`src/rtl/fetch_basic.sv`:
```
// In-order single-issue fetch stage: owns the PC, issues val/rdy memory requests and pairs each
// returning instruction with its PC. Optional build macro FETCH_OUT_REG_EN registers the D_* outputs.
module fetch_basic #(
  parameter int unsigned p_addr_bits     = 32,
  parameter int unsigned p_inst_bits     = 32,
  parameter int unsigned p_max_in_flight = 2,
  parameter logic [p_addr_bits-1:0] p_rst_addr = 'h0000_0200
) (
  input  logic                   clk,
  input  logic                   rst,
  output logic                   mem_req_val,
  input  logic                   mem_req_rdy,
  output logic [p_addr_bits-1:0] mem_req_addr,
  input  logic                   mem_resp_val,
  output logic                   mem_resp_rdy,
  input  logic [p_inst_bits-1:0] mem_resp_data,
  output logic                   D_val,
  input  logic                   D_rdy,
  output logic [p_inst_bits-1:0] D_inst,
  output logic [p_addr_bits-1:0] D_pc,
  input  logic                   redirect_val,
  input  logic [p_addr_bits-1:0] redirect_target
);

  localparam int unsigned CW = $clog2(p_max_in_flight + 1);
  localparam int unsigned PW = (p_max_in_flight > 1) ? $clog2(p_max_in_flight) : 1;
  localparam logic [PW-1:0] LAST_IDX = PW'(p_max_in_flight - 1);
  localparam logic [CW-1:0] MAX_CNT  = CW'(p_max_in_flight);

  logic [p_addr_bits-1:0] pc_reg, pc_next;
  logic [CW-1:0]          in_flight_reg, in_flight_next;
  logic [CW-1:0]          squash_cnt_reg, squash_cnt_next;
  logic [PW-1:0]          head_reg, head_next;
  logic [PW-1:0]          tail_reg, tail_next;
  logic [p_addr_bits-1:0] fifo_reg [p_max_in_flight];

  logic req_xfer;
  logic resp_xfer;
  logic squashing;

  function automatic logic [PW-1:0] ptr_inc(input logic [PW-1:0] p);
    return (p == LAST_IDX) ? '0 : p + 1'b1;
  endfunction

  assign squashing    = (squash_cnt_reg != '0);
  assign mem_req_val  = rst & ~redirect_val & (in_flight_reg < MAX_CNT);
  assign mem_req_addr = rst ? pc_reg : p_rst_addr;
  assign req_xfer     = mem_req_val & mem_req_rdy;
  assign resp_xfer    = mem_resp_val & mem_resp_rdy;

`ifdef FETCH_OUT_REG_EN
  logic                   out_val_reg, out_val_next;
  logic [p_inst_bits-1:0] out_inst_reg, out_inst_next;
  logic [p_addr_bits-1:0] out_pc_reg, out_pc_next;
  logic                   deliver;

  // The output slot may refill in the same cycle decode drains it, so throughput stays at 1/cycle.
  assign mem_resp_rdy = rst & (redirect_val | squashing | ~out_val_reg | D_rdy);
  assign deliver      = resp_xfer & ~redirect_val & ~squashing;
  assign D_val        = rst & ~redirect_val & out_val_reg;
  assign D_inst       = out_inst_reg;
  assign D_pc         = out_pc_reg;

  always_comb begin
    out_val_next  = out_val_reg;
    out_inst_next = out_inst_reg;
    out_pc_next   = out_pc_reg;
    if (redirect_val) begin
      out_val_next = 1'b0;
    end else if (deliver) begin
      out_val_next  = 1'b1;
      out_inst_next = mem_resp_data;
      out_pc_next   = fifo_reg[head_reg];
    end else if (D_rdy) begin
      out_val_next = 1'b0;
    end
  end

  always_ff @(posedge clk) begin
    if (!rst) begin
      out_val_reg  <= 1'b0;
      out_inst_reg <= '0;
      out_pc_reg   <= '0;
    end else begin
      out_val_reg  <= out_val_next;
      out_inst_reg <= out_inst_next;
      out_pc_reg   <= out_pc_next;
    end
  end
`else
  // Responses owed to a squashed path are always accepted so the memory can drain them.
  assign mem_resp_rdy = rst & (redirect_val | squashing | D_rdy);
  assign D_val        = rst & ~redirect_val & ~squashing & mem_resp_val;
  assign D_inst       = mem_resp_data;
  assign D_pc         = fifo_reg[head_reg];
`endif

  always_comb begin
    pc_next         = pc_reg;
    squash_cnt_next = squash_cnt_reg;
    in_flight_next  = in_flight_reg + CW'(req_xfer) - CW'(resp_xfer);
    head_next       = resp_xfer ? ptr_inc(head_reg) : head_reg;
    tail_next       = req_xfer ? ptr_inc(tail_reg) : tail_reg;
    if (redirect_val) begin
      // Everything still outstanding after this cycle belongs to the abandoned path.
      pc_next         = redirect_target;
      squash_cnt_next = in_flight_reg - CW'(resp_xfer);
    end else begin
      if (req_xfer) begin
        pc_next = pc_reg + p_addr_bits'(4);
      end
      if (squashing && resp_xfer) begin
        squash_cnt_next = squash_cnt_reg - 1'b1;
      end
    end
  end

  always_ff @(posedge clk) begin
    if (!rst) begin
      pc_reg         <= p_rst_addr;
      in_flight_reg  <= '0;
      squash_cnt_reg <= '0;
      head_reg       <= '0;
      tail_reg       <= '0;
    end else begin
      pc_reg         <= pc_next;
      in_flight_reg  <= in_flight_next;
      squash_cnt_reg <= squash_cnt_next;
      head_reg       <= head_next;
      tail_reg       <= tail_next;
    end
  end

  always_ff @(posedge clk) begin
    if (req_xfer) begin
      fifo_reg[tail_reg] <= pc_reg;
    end
  end

  // A response with nothing outstanding means the memory broke the in-order contract.
  always_ff @(posedge clk) begin
    if (rst && resp_xfer) begin
      assert (in_flight_reg != '0);
    end
  end

endmodule

```
`config.mk`:
```
export PLATFORM = sky130hd
export DESIGN_NAME = fetch_basic
export DESIGN_NICKNAME = d
export VERILOG_FILES = /design/src/rtl/fetch_basic.sv
export SDC_FILE = /design/constraint.sdc
export NUM_CORES = 1
export LEC_CHECK = 0
export CORE_ASPECT_RATIO = 1.1
export CORE_MARGIN = 4
export CORE_UTILIZATION = 45
export CTS_CLUSTER_SIZE = 40
export DETAILED_ROUTE_END_ITERATION = 8
export GPL_TIMING_DRIVEN = 1
export PLACE_DENSITY = 0.79
export SLEW_MARGIN = 20
export SYNTH_ARGS = -nofsm -noshare
export SYNTH_HDL_FRONTEND = slang
export SYNTH_SLANG_ARGS = --single-unit
export TNS_END_PERCENT = 100
```
`constraint.sdc`:
```
create_clock -name clk -period 4.5 [get_ports clk]
set_input_delay 0.9 -clock clk [delete_from_list [all_inputs] [get_ports clk]]
set_output_delay 0.9 -clock clk [all_outputs]
set_load 0.1 [all_outputs]
```
==> results.py, run 1 <==
metrics = {
    "logic_synthesis": {
        "ys_seq_elements": 103,
        "yosysTopAreaCell": "edfxtp_1",
        "netlist_instances": 449,
        "synth.distinct_cells": 52,
        "yosys_warnings": 0,
        "synth.area.top_cells": "edfxtp_1 38%, dfxtp_1 15%, mux2_2 7.6%",
        "synth_area_mm2": 0.00505,
        "ys_async_sr_fraction_pct": 0,
        "avgSynthCellArea_um2": 11.2,
        "synth_top_area_share_pct": 38.1,
        "synth_edf_count": 64,
        "ys.flop_type": "edfxtp_1",
        "syn_nets": 524,
        "synth-seq-area-share_pct": 53.5,
    },
    "worst_setup_path": {
        "path_depth": 5,
        "cpPeakStageDelay_ns": 0.41,
        "crit_type": "input pin to primary output",
        "path_cells": "buf_2 -> clkinv_1 -> buf_4 -> nor3_1 -> buf_12",
        "slowest_stage": "clkinv_1",
        "critPathBufInv": 4,
        "worst_setup_path_end_kind": "primary output",
        "r2r_start": "pc_reg[3]",
        "crit_arrival_ns": 2.59,
        "worst-path-max-fanout": 25,
        "cp.required_ns": 3.60,
        "endpoint": "mem_req_val",
        "crit_start": "rst",
        "rr_endpoint": "pc_reg[18]",
        "reg2reg_depth": 5,
        "startpoint_type": "input pin",
        "regToRegSetupSlack_ns": 2.37,
        "crit_family": "buffers and inverters",
    },
    "layout": {
        "drive_gt1_share_pct": 25.0,
        "fin_nets": 586,
        "syn_to_final_growth_pct": 21.9,
        "final_util_pct": 56.1,
        "n_antenna_cell": 0,
        "nFillCells": 927,
        "final_cells": 663,
        "design_area_mm2": 0.00615,
        "largest_reg_flops": 64,
    },
    "sta": {
        "final_hold_viol_count": 0,
        "min_period_ns": 3.49,
        "rsz0062_at_grt": "false",
        "fin_ws_ns": 1.01,
        "clock_skew_ns": 0.00596,
        "slew_headroom_pct": 34.1,
        "setup_viol": 0,
        "slew_violations": 0,
        "fin_setup_tns_ns": 0,
        "post-route-period-util_pct": 77.5,
        "max_freq_mhz": 287,
        "tightest_slew_ns": 0.986,
    },
    "pwr": {
        "p_per_area_mw_per_mm2": 398,
        "p_leak_nw": 2.24,
        "ir_drop_mv": 0.199,
    },
    "clock_network": {
        "cts_setup_buffers": 0,
        "cts_sinks": 103,
        "htree_levels": 3,
        "cts-resized-gates": 0,
        "cts_tree": "built",
        "holdBufCountCts": 0,
        "numCtsBuffers": 9,
        "insertion_delay_ns": 0.34,
        "path_clk_slew_ns": 0.07,
        "cts-root-buf": "clkbuf_16",
        "cts.path.max_buffers": 2,
    },
    "global_routing": {
        "track_usage_pct": 19.3,
        "grt-busiest-layer": "met2",
        "grt_max_degree": 35,
        "globalRouteMet3Util_pct": 4.34,
        "grt_overflow_total": 0,
        "grt_pass1_wl_mm": 19.6,
        "use_met1_pct": 24.8,
        "met2_usage_pct": 30.1,
        "grt_pass1_vias": 3727,
        "grt_antenna_before_repair": 0,
    },
    "drt": {
        "vias": 3696,
        "wl_per_cell_um": 18.5,
        "viasPerCell": 5.57,
        "wirelength_mm": 12.3,
        "drtPass1Iterations": 5,
        "postRouteAntennaNets": 0,
        "drt_iter0_drc": 347,
        "drt_drc_violations_left": 0,
    },
    "status": {
        "status": "complete, no violations",
    },
    "run": {
        "drv_cap": 0,
    },
    "floorplan": {
        "ios": 169,
        "initial_core_util_pct": 46.1,
        "dieHeight_um": 119,
        "die_x_um": 109,
        "core_area_mm2": 0.0110,
        "row_count": 40,
        "dieArea_mm2": 0.0130,
    },
    "placement": {
        "post_dp_cell_area_mm2": 0.00585,
        "place_inst": 647,
        "place_hpwl_mm": 8.56,
        "io_buffer_count": 104,
        "gp_congestion": 0.845,
        "pre_cts_slack_ns": 1.06,
    },
    "worst_hold_path": {
        "hold_path.class": "register to register",
        "holdPathStages": 0,
    },
}
==> cell usage after synthesis, drive strengths merged (2+ instances only) <==
cell and n:
edfxtp 64, buf 43, dfxtp 39, mux2 34, and2 33, nor2 26, nand2 18, o21ai 18
clkbuf 17, nand3 17, nand4 13, or4 11, inv 10, a211oi 9, xor2 9, a21oi 8
a31oi 8, o31ai 8, xnor2 7, and3 5, and4 5, ha 5, mux2i 5, nor3 5
nand2b 4, nor4 4, a311oi 3, o211ai 3, a32oi 2, nor2b 2, or3 2
==> kinds of logic (layout without fill, tap and decap cells) <==
group | after synthesis | count (layout) | synth area share, %
buffers and inverters | 72 | 139 | 8.67
DFF | 103 | 103 | 53.5
AOI/OAI and AO/OA | 63 | 63 | 8.13
muxes | 39 | 39 | 8.57
and+or+nand+nor | 151 | 151 | 17.1
adders and majority gates | 5 | 5 | 1.24
xor gates and xnor gates | 16 | 16 | 2.78
==> placed cells by master, fill, tap and decap left out, types with 8 or more instances in the layout <==
| cell type | count |
|---|---|
| a211oi_1 | 9 |
| a21oi_1 | 8 |
| a31oi_1 | 8 |
| and2_1 | 32 |
| buf_4 | 69 |
| clkbuf_16 | 9 |
| clkdlybuf4s50_1 | 36 |
| dfxtp_1 | 39 |
| edfxtp_1 | 64 |
| inv_1 | 10 |
| mux2_2 | 34 |
| nand2_1 | 18 |
| nand3_1 | 17 |
| nand4_1 | 12 |
| nor2_1 | 25 |
| o21ai_0 | 18 |
| o31ai_1 | 8 |
| or4_1 | 10 |
| xor2_1 | 9 |
==> layer usage <==
metal	share of wire, %	routed length, µm	up-vias
met3	8.0	984	45
met4	3.6	442	0
met5	0	0	-
li1	-	-	1741
met2	48	5890	167
met1	40	4940	1743
==> where the power goes <==
part / switching, mW / leakage, nW / internal (mW)
registers: 0.0522 / 0.913 / 1.05
clock network: 0.321 / 0.149 / 0.483
logic: 0.386 / 1.18 / 0.157
==> worst register-to-register path: cells and delay by family, from the launching register on <==
family	cells	cell delay (ns)
compound gates	1	0.11
flops	1	0.43
fa+ha+maj	1	0.25
simple gates	3	1.27
==> cell type report <==
type / count / area (µm²) / share of cell area (%)
Sequential cell: 103 / 2700 / 43.9
Multi-Input combinational cell: 274 / 1920 / 31.2
Timing Repair Buffer: 112 / 1000 / 16.3
Clock buffer: 11 / 233 / 3.78
Tap cell: 147 / 184 / 2.99
Clock inverter: 5 / 72.6 / 1.18
Inverter: 11 / 41.3 / 0.671
==> worst min path at each step <==
stage | startpoint | endpoint
finish | pc_reg[29] | fifo_reg[1][29]
detailed placement | pc_reg[29] | fifo_reg[1][29]
floorplan | pc_reg[4] | fifo_reg[0][4]
global placement | pc_reg[29] | fifo_reg[1][29]
CTS | pc_reg[29] | fifo_reg[1][29]
global route | pc_reg[29] | fifo_reg[1][29]
==> stage by stage <==
stage,hold slack (ns),total power [mW]
detailed placement,0.471,1.66
CTS,0.482,2.46
global route,0.496,2.53
finish,0.476,2.45
floorplan,0.425,1.65
global placement,0.449,1.66
(Power assumes the default switching activity.)
==> run 2, diff against run 1 <==
clock period = 3.6 ns   (was 4.5 ns; I/O delays follow)
==> run 2 against run 1 <==
Sequential share of layout area shrank 0.28 points; cell area grew 0.63%; hold slack lost 0.010 ns; sequential cell count is the same; combinational power grew 26%; global-route usage shrank 0.082 points; critical path depth is the same; sequential power grew 25%; register-to-register slack lost 0.96 ns; critical path type unchanged; highest routed layer unchanged.
==> results.py, run 2 (same netlist as run 1, synthesis figures left out) <==
metrics = {
    "worst_setup_path": {
        "r2r_start": "pc_reg[2]",
        "startpoint_type": "input pin",
        "crit_start": "rst",
        "crit_arrival_ns": 2.04,
        "worst_setup_path_end_kind": "primary output",
        "worst-path-max-fanout": 20,
        "cp.required_ns": 2.88,
        "crit_type": "input pin to primary output",
    },
    "worst_hold_path": {
        "hold_start": "pc_reg[29]",
        "hold_path.class": "register to register",
    },
    "layout": {
        "largest_reg_flops": 64,
        "fin_nets": 591,
        "layout_common_cells": "75 x buf_4, 64 x edfxtp_1, 39 x dfxtp_1",
        "drive_gt1_share_pct": 26.3,
        "final_common_cell": "buf_4",
        "syn_to_final_growth_pct": 22.6,
        "nFillCells": 926,
        "n_antenna_cell": 0,
        "final_cells": 668,
    },
    "sta": {
        "fin_setup_tns_ns": 0,
        "slew_headroom_pct": 54.3,
        "min_period_ns": 2.76,
        "max_freq_mhz": 362,
        "fin_ws_ns": 0.836,
        "final_hold_viol_count": 0,
        "tightest_slew_ns": 0.684,
        "post-route-period-util_pct": 76.8,
        "whs_ns": 0.465,
        "rsz0062_at_grt": "false",
        "setup_viol": 0,
        "slew_violations": 0,
        "clock_skew_ns": 0.00766,
    },
    "floorplan": {
        "dieArea_mm2": 0.0130,
        "core_area_mm2": 0.0110,
        "row_count": 40,
        "die_x_um": 109,
        "ios": 169,
        "dieHeight_um": 119,
        "initial_core_util_pct": 46.1,
    },
    "drt": {
        "drtPass1Iterations": 5,
        "drt_iter0_drc": 348,
        "drt_drc_violations_left": 0,
        "wl_per_cell_um": 18.3,
        "vias": 3697,
        "wirelength_mm": 12.2,
        "postRouteAntennaNets": 0,
        "viasPerCell": 5.53,
    },
    "global_routing": {
        "grt_pass1_wl_mm": 19.5,
        "grt_overflow_total": 0,
        "grt_pass1_vias": 3662,
        "track_usage_pct": 19.2,
        "grt_max_degree": 40,
        "grt_antenna_before_repair": 0,
    },
    "clock_network": {
        "htree_levels": 3,
        "cts-resized-gates": 0,
        "cts.path.max_buffers": 2,
        "holdBufCountCts": 0,
        "cts_setup_buffers": 0,
        "cts-root-buf": "clkbuf_16",
        "cts_tree": "built",
        "insertion_delay_ns": 0.34,
        "numCtsBuffers": 9,
        "cts_sinks": 103,
        "path_clk_slew_ns": 0.06,
    },
    "pwr": {
        "ir_drop_mv": 0.247,
        "p_per_area_mw_per_mm2": 495,
        "power.total_mw": 3.07,
        "p_leak_nw": 2.27,
    },
    "placement": {
        "pre_cts_slack_ns": 0.658,
        "io_buffer_count": 104,
        "place_inst": 652,
        "gp_congestion": 0.845,
        "place_hpwl_mm": 8.77,
    },
    "run": {
        "drv_cap": 0,
    },
    "status": {
        "status": "complete, no violations",
    },
}
run 2: cell count changes in the layout (fill, tap and decap cells not counted), sizes merged:
cell	change
clkbuf	-1
clkinvlp	+1
buf	+5
run 2: per-layer routing:
layer | vias up | global-route usage [%] | part of all wire [%]
met3 | 43 | 3.47 | 7.6
met2 | 148 | 31.4 | 49
li1 | 1749 | - | -
met4 | 0 | 8.05 | 3.0
met5 | - | 0 | 0
met1 | 1757 | 24.9 | 40
run 2: area by class of cell:
class,count,area [µm²],share of cell area (%)
clock buffer,10,229,3.70
clock inverter,6,85.1,1.37
inverter,11,41.3,0.667
multi-input combinational,274,1920,31.0
sequential,103,2700,43.6
tap,147,184,2.97
timing repair buffer,117,1030,16.6
run 2: path summary, 6_finish.rpt:
| kind | slack [ns] | cells past startpoint | end |
|---|---|---|---|
| setup reg to reg | 1.41 | 5 | pc_reg[18] |
| setup / recovery | 0.84 | 5 | D_val |
| hold / removal | 0.47 | 0 | fifo_reg[1][29] |
| hold reg to reg | 0.47 | 0 | fifo_reg[1][29] |
run 2: stage by stage:
stage                     cell area, µm²  util, %
after floorplan                     5050        -
after global placement              5880     53.6
after CTS                           6190     56.5
after detailed placement            5880     53.6
final                               6190     56.5
after global routing                6190     56.5
run 2: report_power, final:
part,total [mW],switching (mW),internal (mW)
combinational,0.687,0.487,0.200
clock,1.01,0.405,0.607
sequential,1.37,0.0597,1.31
total,3.07,0.952,2.12
run 2: critical path, stage by stage:
cell,delay (ns)
buf_2,0.32
clkinv_1,0.36
nor2_1,0.22
and3_1,0.24
buf_12,0.19
